--- src/rtl/bsg_cache_req_arbiter.sv ---
// bsg_cache_req_arbiter: shares one bsg_cache among num_req_p requesters.
// Round-robin request grant; in-order responses steered via a tag FIFO.
module bsg_cache_req_arbiter #(
    parameter int num_req_p    = 4,
    parameter int pkt_width_p  = 68,
    parameter int data_width_p = 32,
    parameter int max_out_p    = 4
) (
    input  logic                             clk_i,
    input  logic                             reset_i,
    input  logic [num_req_p*pkt_width_p-1:0] req_pkt_i,
    input  logic [num_req_p-1:0]             req_v_i,
    output logic [num_req_p-1:0]             req_ready_o,
    output logic [data_width_p-1:0]          resp_data_o,
    output logic [num_req_p-1:0]             resp_v_o,
    input  logic [num_req_p-1:0]             resp_yumi_i,
    output logic [pkt_width_p-1:0]           cache_pkt_o,
    output logic                             cache_v_o,
    input  logic                             cache_ready_i,
    input  logic [data_width_p-1:0]          cache_data_i,
    input  logic                             cache_v_i,
    output logic                             cache_yumi_o
);

    localparam int tag_w_lp = (num_req_p > 1) ? $clog2(num_req_p) : 1;
    localparam int cnt_w_lp = $clog2(max_out_p + 1);
    localparam int ptr_w_lp = (max_out_p > 1) ? $clog2(max_out_p) : 1;

    localparam logic [cnt_w_lp-1:0] max_cnt_lp  = cnt_w_lp'(max_out_p);
    localparam logic [ptr_w_lp-1:0] last_ptr_lp = ptr_w_lp'(max_out_p - 1);
    localparam logic [tag_w_lp-1:0] last_req_lp = tag_w_lp'(num_req_p - 1);
    localparam logic [tag_w_lp:0]   num_req_lp  = (tag_w_lp + 1)'(num_req_p);

    logic [tag_w_lp-1:0] prio_q, prio_d;
    logic [cnt_w_lp-1:0] cnt_q, cnt_d;
    logic [ptr_w_lp-1:0] rptr_q, rptr_d;
    logic [ptr_w_lp-1:0] wptr_q, wptr_d;
    logic [tag_w_lp-1:0] tags_q [max_out_p];
    logic [tag_w_lp-1:0] tags_d [max_out_p];

    logic [2*num_req_p-1:0] v_dbl;
    logic [num_req_p-1:0]   v_rot;
    logic [tag_w_lp-1:0]    offs;
    logic [tag_w_lp:0]      gsum;
    logic [tag_w_lp-1:0]    grant;

    logic                   any_v;
    logic                   full;
    logic                   empty;
    logic                   push;
    logic                   pop;
    logic                   resp_live;
    logic [tag_w_lp-1:0]    head;

    assign any_v = |req_v_i;
    assign full  = (cnt_q == max_cnt_lp);
    assign empty = (cnt_q == '0);
    assign head  = tags_q[rptr_q];

    // Rotate valids so the pointer sits at bit 0, then take the nearest one.
    always_comb begin
        v_dbl = {req_v_i, req_v_i} >> prio_q;
        v_rot = v_dbl[num_req_p-1:0];
        offs  = '0;
        for (int k = num_req_p - 1; k >= 0; k--) begin
            if (v_rot[k]) offs = tag_w_lp'(k);
        end
        gsum = {1'b0, prio_q} + {1'b0, offs};
        if (gsum >= num_req_lp) gsum = gsum - num_req_lp;
        grant = gsum[tag_w_lp-1:0];
    end

    // Request path is a pure pass-through of the granted requester.
    always_comb begin
        cache_pkt_o = '0;
        for (int i = 0; i < num_req_p; i++) begin
            if (grant == tag_w_lp'(i)) begin
                cache_pkt_o = req_pkt_i[i*pkt_width_p +: pkt_width_p];
            end
        end
    end

    assign cache_v_o   = any_v & ~full & ~reset_i;
    assign push        = cache_v_o & cache_ready_i;
    assign req_ready_o = push ? (num_req_p'(1) << grant) : '0;

    assign resp_live    = cache_v_i & ~empty & ~reset_i;
    assign resp_data_o  = cache_data_i;
    assign resp_v_o     = resp_live ? (num_req_p'(1) << head) : '0;
    assign cache_yumi_o = resp_live & resp_yumi_i[head];
    assign pop          = cache_yumi_o;

    // Next state for the priority pointer and the tag FIFO.
    always_comb begin
        tags_d = tags_q;
        prio_d = prio_q;
        wptr_d = wptr_q;
        rptr_d = rptr_q;
        cnt_d  = cnt_q;
        if (push) begin
            tags_d[wptr_q] = grant;
            wptr_d = (wptr_q == last_ptr_lp) ? '0 : wptr_q + 1'b1;
            prio_d = (grant == last_req_lp) ? '0 : grant + 1'b1;
        end
        if (pop) begin
            rptr_d = (rptr_q == last_ptr_lp) ? '0 : rptr_q + 1'b1;
        end
        case ({push, pop})
            2'b10:   cnt_d = cnt_q + 1'b1;
            2'b01:   cnt_d = cnt_q - 1'b1;
            default: cnt_d = cnt_q;
        endcase
    end

    // State registers; reset drops every outstanding tag.
    always_ff @(posedge clk_i) begin
        if (reset_i) begin
            prio_q <= '0;
            cnt_q  <= '0;
            rptr_q <= '0;
            wptr_q <= '0;
            for (int i = 0; i < max_out_p; i++) begin
                tags_q[i] <= '0;
            end
        end else begin
            prio_q <= prio_d;
            cnt_q  <= cnt_d;
            rptr_q <= rptr_d;
            wptr_q <= wptr_d;
            tags_q <= tags_d;
        end
    end

`ifndef SYNTHESIS
    // Catch orphan cache responses and any push into a full tag FIFO.
    always @(posedge clk_i) begin
        if (!reset_i) begin
            assert (!(cache_v_i && empty))
                else $error("cache response with no outstanding request");
            assert (!(push && full))
                else $error("push into full tag FIFO");
        end
    end
`endif

endmodule

--- config.mk ---
export PLATFORM = sky130hd
export DESIGN_NAME = bsg_cache_req_arbiter
export DESIGN_NICKNAME = d
export VERILOG_FILES = /design/src/rtl/bsg_cache_req_arbiter.sv
export SDC_FILE = /design/constraint.sdc
export NUM_CORES = 1
export LEC_CHECK = 0
export CAP_MARGIN = 5
export CORE_AREA = 2 2 166 168
export DETAILED_ROUTE_END_ITERATION = 8
export DIE_AREA = 0 0 168 170
export GPL_TIMING_DRIVEN = 0
export PLACE_DENSITY = 0.45
export RECOVER_POWER = 100
export SYNTH_ARGS = -nofsm -noshare
export SYNTH_HDL_FRONTEND = slang
export SYNTH_SLANG_ARGS = --single-unit
export TNS_END_PERCENT = 100
--- constraint.sdc ---
create_clock -name clk_i -period 8.14 [get_ports clk_i]
set_clock_uncertainty 0.05 [all_clocks]
set_input_delay 2.035 -clock clk_i [delete_from_list [all_inputs] [get_ports clk_i]]
set_output_delay 2.035 -clock clk_i [all_outputs]
set_load 0.005 [all_outputs]
---- Yosys cells after proc, flatten, opt, wreduce, memory -nomap -nowiden ----
Cells that the tools add are included.
cells by class
  multiplexer cells ....................... 23
  $add $sub $neg .......................... 7
  shift operators ......................... 3
  order comparisons ....................... 5
  bitwise gates (word level) .............. 11
  div/mod/pow operators ................... 0
  $mul .................................... 0
  equal/unequal tests ..................... 8
  reduce and logical (&&, ||, !) cells .... 5
operators by type and width
  cell                                                                           count
  68-bit 2-to-1 mux                                                              4
  2-bit 2-to-1 mux                                                               11
  2-bit == test (second input constant)                                          5
  3-bit >= comparator (second input constant)                                    3
  8-bit bitwise mux                                                              1
  4-bit 2-to-1 mux                                                               2
  1-bit by 2-bit left shift with 4-bit output (first input constant)             2
  8-bit by 2-bit right shift with 4-bit output                                   1
  2-bit by 1-bit adder with 2-bit output (second input constant)                 3
  1-bit AND                                                                      6
  2-bit NOT with 3-bit output                                                    2
  3-bit one-hot mux with 2 select lines                                          1
  2-bit binary-select mux with 2-bit select                                      1
  2-bit demux with 2-bit select                                                  1
  2-bit by 1-bit == test with 1-bit output (second input constant)               2
  4-bit OR reduction                                                             1
  2-bit by 2-bit adder with 3-bit output                                         1
  3-bit by 1-bit adder with 3-bit output (second input constant)                 1
  3-bit == test (second input constant)                                          1
  3-bit logical NOT                                                              1
  2-bit by 3-bit less-than comparator with 1-bit output (second input constant)  1
  3-bit by 1-bit less-than comparator with 1-bit output (second input constant)  1
  1-bit NOT                                                                      3
  3-bit by 1-bit subtractor with 3-bit output (second input constant)            1
  other kinds (6)                                                                6
storage, ports and cells
  bits in read-only memories .............. 0
  latch bits .............................. 0
  flip-flop bits (word level) ............. 17
  input port bits ......................... 316
  logic and storage cells ................. 70
  bits in writable memories ............... 0
  output and inout bits ................... 110
  memories kept ........................... 0

---- Logic depth before layout (Yosys ltp) ----
Gate-level depths: netlist of the first run.
  depth in word-level cells ............... 13
  mapped depth ............................ 15

---- Worst setup path before layout of the first run ----
OpenSTA, ideal clock, no wires.
  path kind ............................... input-to-output
  start ................................... input req_v_i[2]
  end ..................................... output cache_pkt_o[59]
  arrival time ............................ 4.581 ns
  cell stages on the path ................. 13
  required time ........................... 6.055 ns
  path slack .............................. 1.474 ns
  path through ............................ buf_4 or4_1 o221ai_1 ha_1 xor2_1 ha_1 clkbuf_1 buf_2 buf_1 nand3b_1 a21oi_1 a21oi_1 o21ai_0
on the way
  cells in the longest elaborated chain, start to end .. 13
  elaborated cells on any way between the ends .. 17
RTL lines
  item                                                                                line  text
  start: declaration                                                                  12    input logic [num_req_p-1:0] req_v_i,
  8-bit by 2-bit right shift with 4-bit output *                                      62    v_dbl = {req_v_i, req_v_i} >> prio_q;
  2-bit 2-to-1 mux (3 in series)                                                      66    if (v_rot[k]) offs = tag_w_lp'(k);
  2-bit 2-to-1 mux *                                                                  66
  2-bit by 2-bit adder with 3-bit output *                                            68    gsum = {1'b0, prio_q} + {1'b0, offs};
  3-bit >= comparator or 2-bit by 1-bit subtractor with 2-bit output (tied branches)  69    if (gsum >= num_req_lp) gsum = gsum - num_req_lp;
  2-bit 2-to-1 mux *                                                                  69
  2-bit logical NOT                                                                   77    if (grant == tag_w_lp'(i)) begin
  68-bit 2-to-1 mux (3 in series)                                                     77
  68-bit 2-to-1 mux *                                                                 77
  end: declaration                                                                    17    output logic [pkt_width_p-1:0] cache_pkt_o,
Mark *: on every way between the ends. The rest lies on a longest branch, timed or not.

---- Worst setup path in the final report of the first run ----
  start ................................... input req_v_i[1]
  end ..................................... output cache_pkt_o[18]
on the way
  cells in the longest elaborated chain, start to end .. 13
  elaborated cells on any way between the ends .. 17
RTL lines
  item                                                                                line  text
  8-bit by 2-bit right shift with 4-bit output *                                      62
  2-bit 2-to-1 mux (3 in series)                                                      66
  2-bit 2-to-1 mux *                                                                  66
  2-bit by 2-bit adder with 3-bit output *                                            68
  3-bit >= comparator or 2-bit by 1-bit subtractor with 2-bit output (tied branches)  69
  2-bit 2-to-1 mux *                                                                  69
  net gsum[1]                                                                         44    logic [tag_w_lp:0] gsum;
  2-bit logical NOT                                                                   77
  68-bit 2-to-1 mux (3 in series)                                                     77
  68-bit 2-to-1 mux *                                                                 77
The timed path passes the listed nets; every way through them passes the cells marked *.

==> results of run 1 <==
==> cells in the mapped netlist <==
| library cell | number |
|---|---|
| and2_1 | 4 |
| inv_1 | 11 |
| ha_1 | 11 |
| mux4_2 | 1 |
| o22ai_2 | 1 |
| mux2_4 | 3 |
| nor2b_1 | 3 |
| nor3_1 | 3 |
| o21ai_1 | 6 |
| nand3b_1 | 72 |
| nor3b_1 | 1 |
| a311oi_1 | 1 |
| or4_1 | 1 |
| o22ai_1 | 1 |
| nor3b_2 | 1 |
| o21bai_1 | 2 |
| inv_2 | 1 |
| fa_1 | 1 |
| and3_1 | 1 |
| nand2b_1 | 1 |
| nand2_1 | 151 |
| buf_4 | 34 |
| o221ai_1 | 1 |
| o21ai_0 | 68 |
| mux2i_1 | 4 |
| nand3_1 | 4 |
| dfxtp_1 | 17 |
| xor2_1 | 3 |
| a2111oi_4 | 1 |
| clkbuf_1 | 53 |
| or2_1 | 1 |
| nor2_1 | 12 |
| buf_2 | 2 |
| a21oi_1 | 146 |
| nor4_2 | 1 |
| a221oi_1 | 2 |
| buf_1 | 3 |
| or3_1 | 3 |
| a211oi_1 | 2 |
==> report_power, final <==
group | switching [W] | internal (W) | total, W
logic | 0.000517 | 0.000559 | 0.00108
clock network | 0.0000336 | 0.0000666 | 0.000100
registers | 0.00000399 | 0.0000876 | 0.0000916
==> layout make-up <==
type / count / area, um2
Fill cell: 2967 / 18500
Antenna cell: 1 / 2.50
Multi-Input combinational cell: 513 / 2810
Inverter: 12 / 45.0
Sequential cell: 17 / 340
Timing Repair Buffer: 390 / 3900
Tap cell: 341 / 427
Buffer: 90 / 499
Clock buffer: 4 / 78.8
==> how the worst min path moves through the flow <==
stage,start,end,slack (ns),cells past startpoint
after detailed placement,tags_q[2]$_SDFFE_PP0P_,tags_q[2]$_SDFFE_PP0P_,0.40,2
after global routing,tags_q[0]$_SDFFE_PP0P_,tags_q[0]$_SDFFE_PP0P_,0.43,2
after floorplan,tags_q[2]$_SDFFE_PP0P_,tags_q[2]$_SDFFE_PP0P_,0.39,2
after CTS,tags_q[2]$_SDFFE_PP0P_,tags_q[2]$_SDFFE_PP0P_,0.41,2
after global placement,tags_q[2]$_SDFFE_PP0P_,tags_q[2]$_SDFFE_PP0P_,0.39,2
final,tags_q[2]$_SDFFE_PP0P_,tags_q[2]$_SDFFE_PP0P_,0.40,2
==> registers in the layout, summed over array words and instances (netlist names) <==
| name | cells |
|---|---|
| cnt_q | 3 |
| prio_q | 2 |
| rptr_q | 2 |
| tags_q | 8 |
| wptr_q | 2 |
==> metrics by stage <==
| step | total power (W) | TNS, ns | util |
|---|---|---|---|
| after CTS | 0.00132 | 0 | 0.304 |
| final | 0.00127 | 0 | 0.304 |
| after detailed placement | 0.00121 | -21.66 | 0.300 |
| after global placement | 0.00121 | -23.19 | 0.300 |
| after global routing | 0.00139 | 0 | 0.304 |
| after floorplan | 0.000557 | 0 | - |
==> cell families after synthesis <==
kind of cell | after synthesis | synth area share
buffers and inverters | 104 | 0.142
and+or+nand+nor | 259 | 0.356
DFF | 17 | 0.0926
AOI/OAI and AO/OA | 231 | 0.330
adders and majority gates | 12 | 0.0429
muxes | 8 | 0.0293
xor gates and xnor gates | 3 | 0.00715
==> layer usage <==
metal,part of all wire,vias up,global-route usage
li1,-,2943,-
met1,0.41,2640,0.204
met2,0.51,250,0.316
met3,0.067,24,0.0367
met4,0.016,4,0.0265
met5,0.0010,-,0
==> timing repair <==
item	CTS	global route
resized for setup	10	33
setup endpoints to repair	69	69
gates cloned	0	0
hold buffers	0	0
endpoints found under the hold margin	0	0
buffers inserted	0	0
==> critical path, stage by stage <==
cell             delay (ns)
clkdlybuf4s50_1        0.53
nor2_1                 0.08
or4_1                  0.39
o221ai_1               0.09
ha_1                   0.29
xor2_4                 0.30
inv_1                  0.11
ha_1                   0.21
clkbuf_2               0.25
clkbuf_1               0.30
a21oi_1                0.26
a21oi_1                0.06
o21ai_0                0.24
clkdlybuf4s50_1        0.57
==> impl_metrics.json, run 1 <==
{
  "fmaxAchievable_mhz": 128,
  "dpl.hpwl_mm": 21.6,
  "cts_tree": "done",
  "dieHeight_um": 170,
  "synth_cells": 634,
  "rsz0062_at_grt": "false",
  "drt-initial-drc-count": 234,
  "chipWidth_um": 168,
  "yosys_warnings": 0,
  "num_rows": 60,
  "leakage_nw": 2.93,
  "worstMarginPinSlew_ns": 1.80,
  "critPathArrivalTime_ns": 5.73,
  "ys_seq_area_frac": 0.0926,
  "gr-total-overflow": 0,
  "grt_pass1_wl_mm": 37.2,
  "final_cell_mix": "clkdlybuf4s50_1 (315), nand2_1 (151), a21oi_1 (146)",
  "status": "complete, but fails checks",
  "synth.distinct_cells": 39,
  "r2r_cells": 9,
  "relSlewSlack": -0.233,
  "drv_slew": 7,
  "avgViaCountPerCell": 4.28,
  "num_vias": 5861,
  "fin_ws_ns": 0.327,
  "startpoint": "req_v_i[1]",
  "portBuffers": 390,
  "worst_setup_path_end_kind": "output port",
  "period_share": 0.960,
  "cts_max_level": 1,
  "start_kind": "input port",
  "syn-cell-area_um2": 3670,
  "clk_path_buf_depth": 2,
  "drive_gt1_frac": 0.0643,
  "worstSetupEndpoint": "cache_pkt_o[18]",
  "grtUsageTotal": 0.170,
  "start_util": 0.138,
  "antenna_found_initial": 3,
  "stdcell_area_um2": 8110,
  "failed_checks": "max-capacitance violations, max-slew violations",
  "setup_viol": 0,
  "routedWlPerCell_um": 19.1,
  "drtPass1Iterations": 5,
  "synth.top_cell.area_share": 0.199,
  "layout.nets": 1355,
  "die_area_um2": 28600,
  "place_ws_ns": -0.572,
  "cts_buffers": 3,
  "hold_viol": 0,
  "whs_ns": 0.403,
  "grt_max_degree": 13,
  "synth_nets": 962,
  "routed_wl_mm": 26.1,
  "clk_pin_slew_ns": 0.05,
  "timing.rr.end": "cnt_q[2]$_SDFFE_PP0P_",
  "clk_latency_ns": 0.25,
  "holdCritPathClass": "reg2reg",
  "fin_cells": 1368,
  "yosysTopAreaCell": "a21oi_1",
  "num_io_pins": 426,
  "mostFrequentLayoutCell": "clkdlybuf4s50_1",
  "synth_seq_cells": 17,
  "numClockSinks": 17,
  "first_global_vias": 6081,
  "drc": 0,
  "placed_cells": 1365,
  "power.density_nw_per_um2": 156,
  "ir_drop_v": 0.0000656,
  "place.gp.congestion": 0.844,
  "finalCriticalPeriod_ns": 7.81,
  "cts-root-buf": "clkbuf_16",
  "coreArea_um2": 26700,
  "crit_fanout": 10,
  "cp_data_required_time_ns": 6.06,
  "avgSynthCellArea_um2": 5.79,
  "crit-reg2reg-launch": "cnt_q[0]$_SDFFE_PP0P_",
  "cap_violations": 1,
  "path_class": "in2out",
  "placed_area_um2": 8000,
  "reg2reg_slack_ns": 4.77,
  "synth_area_leaders": "a21oi_1 (20%), nand2_1 (15%), nand3b_1 (15%)",
  "area_growth_pct": 121,
  "drtAntennaViolNets": 0
}
No activity file was read; power rests on OpenSTA's default activity.
==> run 2: changes to the inputs <==
--- a/config.mk
+++ b/config.mk
@@ -10,6 +10,7 @@
 export DETAILED_ROUTE_END_ITERATION = 8
 export DIE_AREA = 0 0 168 170
 export GPL_TIMING_DRIVEN = 0
+export MAX_ROUTING_LAYER = met4
 export PLACE_DENSITY = 0.45
 export RECOVER_POWER = 100
 export SYNTH_ARGS = -nofsm -noshare
==> impl_metrics.json, run 2 (synthesized netlist as in run 1, its figures left out) <==
{
  "cts_max_level": 1,
  "grtUsageTotal": 0.175,
  "routedWlPerCell_um": 19.0,
  "num_vias": 5835,
  "path_class": "in2out",
  "relSlewSlack": -0.254,
  "stdcell_area_um2": 8110,
  "cap_violations": 1,
  "holdCritPathClass": "reg2reg",
  "failed_checks": "max-capacitance violations, max-slew violations",
  "grt_max_degree": 13,
  "power.density_nw_per_um2": 156,
  "cts-root-buf": "clkbuf_16",
  "layout.nets": 1355,
  "cts_tree": "done",
  "dpl.hpwl_mm": 21.6,
  "crit_fanout": 10,
  "final_cell_mix": "clkdlybuf4s50_1 (313), nand2_1 (151), a21oi_1 (146)",
  "fmaxAchievable_mhz": 128,
  "top_regs": "tags_q: 8 flops, cnt_q: 3 flops",
  "critPathArrivalTime_ns": 5.71,
  "ir_drop_v": 0.0000655,
  "drtPass1Iterations": 4,
  "worstMarginPinSlew_ns": 1.83,
  "placed_area_um2": 8000,
  "first_global_vias": 6117,
  "dieHeight_um": 170,
  "start_util": 0.138,
  "drc": 0,
  "start_kind": "input port",
  "clk_latency_ns": 0.25,
  "numClockSinks": 17,
  "place.gp.congestion": 0.858,
  "drive_gt1_frac": 0.0653,
  "mostFrequentLayoutCell": "clkdlybuf4s50_1",
  "gr-total-overflow": 0,
  "hold_viol": 0,
  "finalCriticalPeriod_ns": 7.80,
  "area_growth_pct": 121,
  "setup_viol": 0,
  "num_rows": 60,
  "largest_register": "tags_q",
  "cp_data_required_time_ns": 6.06,
  "clk_pin_slew_ns": 0.05,
  "leakage_nw": 2.94,
  "cts_buffers": 3,
  "whs_ns": 0.402,
  "num_io_pins": 426,
  "drtAntennaViolNets": 0,
  "period_share": 0.958,
  "grt_pass1_wl_mm": 37.0,
  "worst_setup_path_end_kind": "output port",
  "total_power_w": 0.00127,
  "die_area_um2": 28600,
  "setup_tns_ns": 0,
  "drt-initial-drc-count": 196,
  "fin_util": 0.304,
  "coreArea_um2": 26700,
  "chipWidth_um": 168,
  "status": "complete, but fails checks",
  "antenna_found_initial": 3,
  "routed_wl_mm": 26.1,
  "clk_path_buf_depth": 2,
  "avgViaCountPerCell": 4.26,
  "largest_reg_flops": 8,
  "portBuffers": 390,
  "drv_slew": 7,
  "rsz0062_at_grt": "false"
}
[run 2: cell types whose count changed in the layout (fill, tap and decap cells not counted), sizes merged]
cell	before	now
clkdlybuf4s50	315	313
diode	1	3
dlygate4sd3	75	77
[run 2: metal layers]
| metal | up-vias | GRT usage | routed length (um) |
|---|---|---|---|
| li1 | 2943 | - | - |
| met4 | 0 | 0.0265 | 343 |
| met5 | - | - | 0 |
| met2 | 226 | 0.316 | 13200 |
| met1 | 2648 | 0.208 | 10900 |
| met3 | 18 | 0.0302 | 1600 |
[run 2: layout make-up]
class                      count  area, um2
antenna                        3       7.51
clock buffer                   4       78.8
sequential                    17        340
multi-input combinational    513       2810
inverter                      12       45.0
fill                        2966      18500
tap                          341        427
buffer                        90        500
timing repair buffer         390       3900
[run 2: critical path, stage by stage]
cell	delay (ns)
clkdlybuf4s50_1	0.53
nor2_1	0.08
or4_1	0.39
o221ai_1	0.09
ha_1	0.29
xor2_4	0.29
inv_1	0.11
ha_1	0.21
clkbuf_2	0.25
clkbuf_1	0.30
a21oi_1	0.25
a21oi_1	0.06
o21ai_0	0.25
clkdlybuf4s50_1	0.57
[run 2: path summary, 6_finish.rpt]
kind,start,to,slack (ns),cells after the start
worst min register to register,tags_q[2]$_SDFFE_PP0P_,tags_q[2]$_SDFFE_PP0P_,0.40,2
worst max-delay path,req_v_i[1],cache_pkt_o[18],0.34,14
worst max register to register,cnt_q[0]$_SDFFE_PP0P_,cnt_q[2]$_SDFFE_PP0P_,4.74,9
worst min-delay path,tags_q[2]$_SDFFE_PP0P_,tags_q[2]$_SDFFE_PP0P_,0.40,2
[run 2: stage by stage]
step	setup WS (ns)	std cells
finish	0.343	1370
global route	0.00502	1370
CTS	0.0210	1367
detailed placement	-0.572	1365
global placement	-0.577	1365
floorplan	1.47	634
[run 2: repair_timing]
item | in CTS | in global routing
pin swaps | 0 | 0
endpoints found under the hold margin | 0 | 0
setup endpoints to repair | 69 | 69
hold buffers | 0 | 0
resized for setup | 10 | 34
setup buffers | 0 | 0
[run 2: where the power goes]
part | internal, W | switching [W]
clock network | 0.0000666 | 0.0000335
logic | 0.000558 | 0.000516
registers | 0.0000876 | 0.00000400
total | 0.000712 | 0.000554
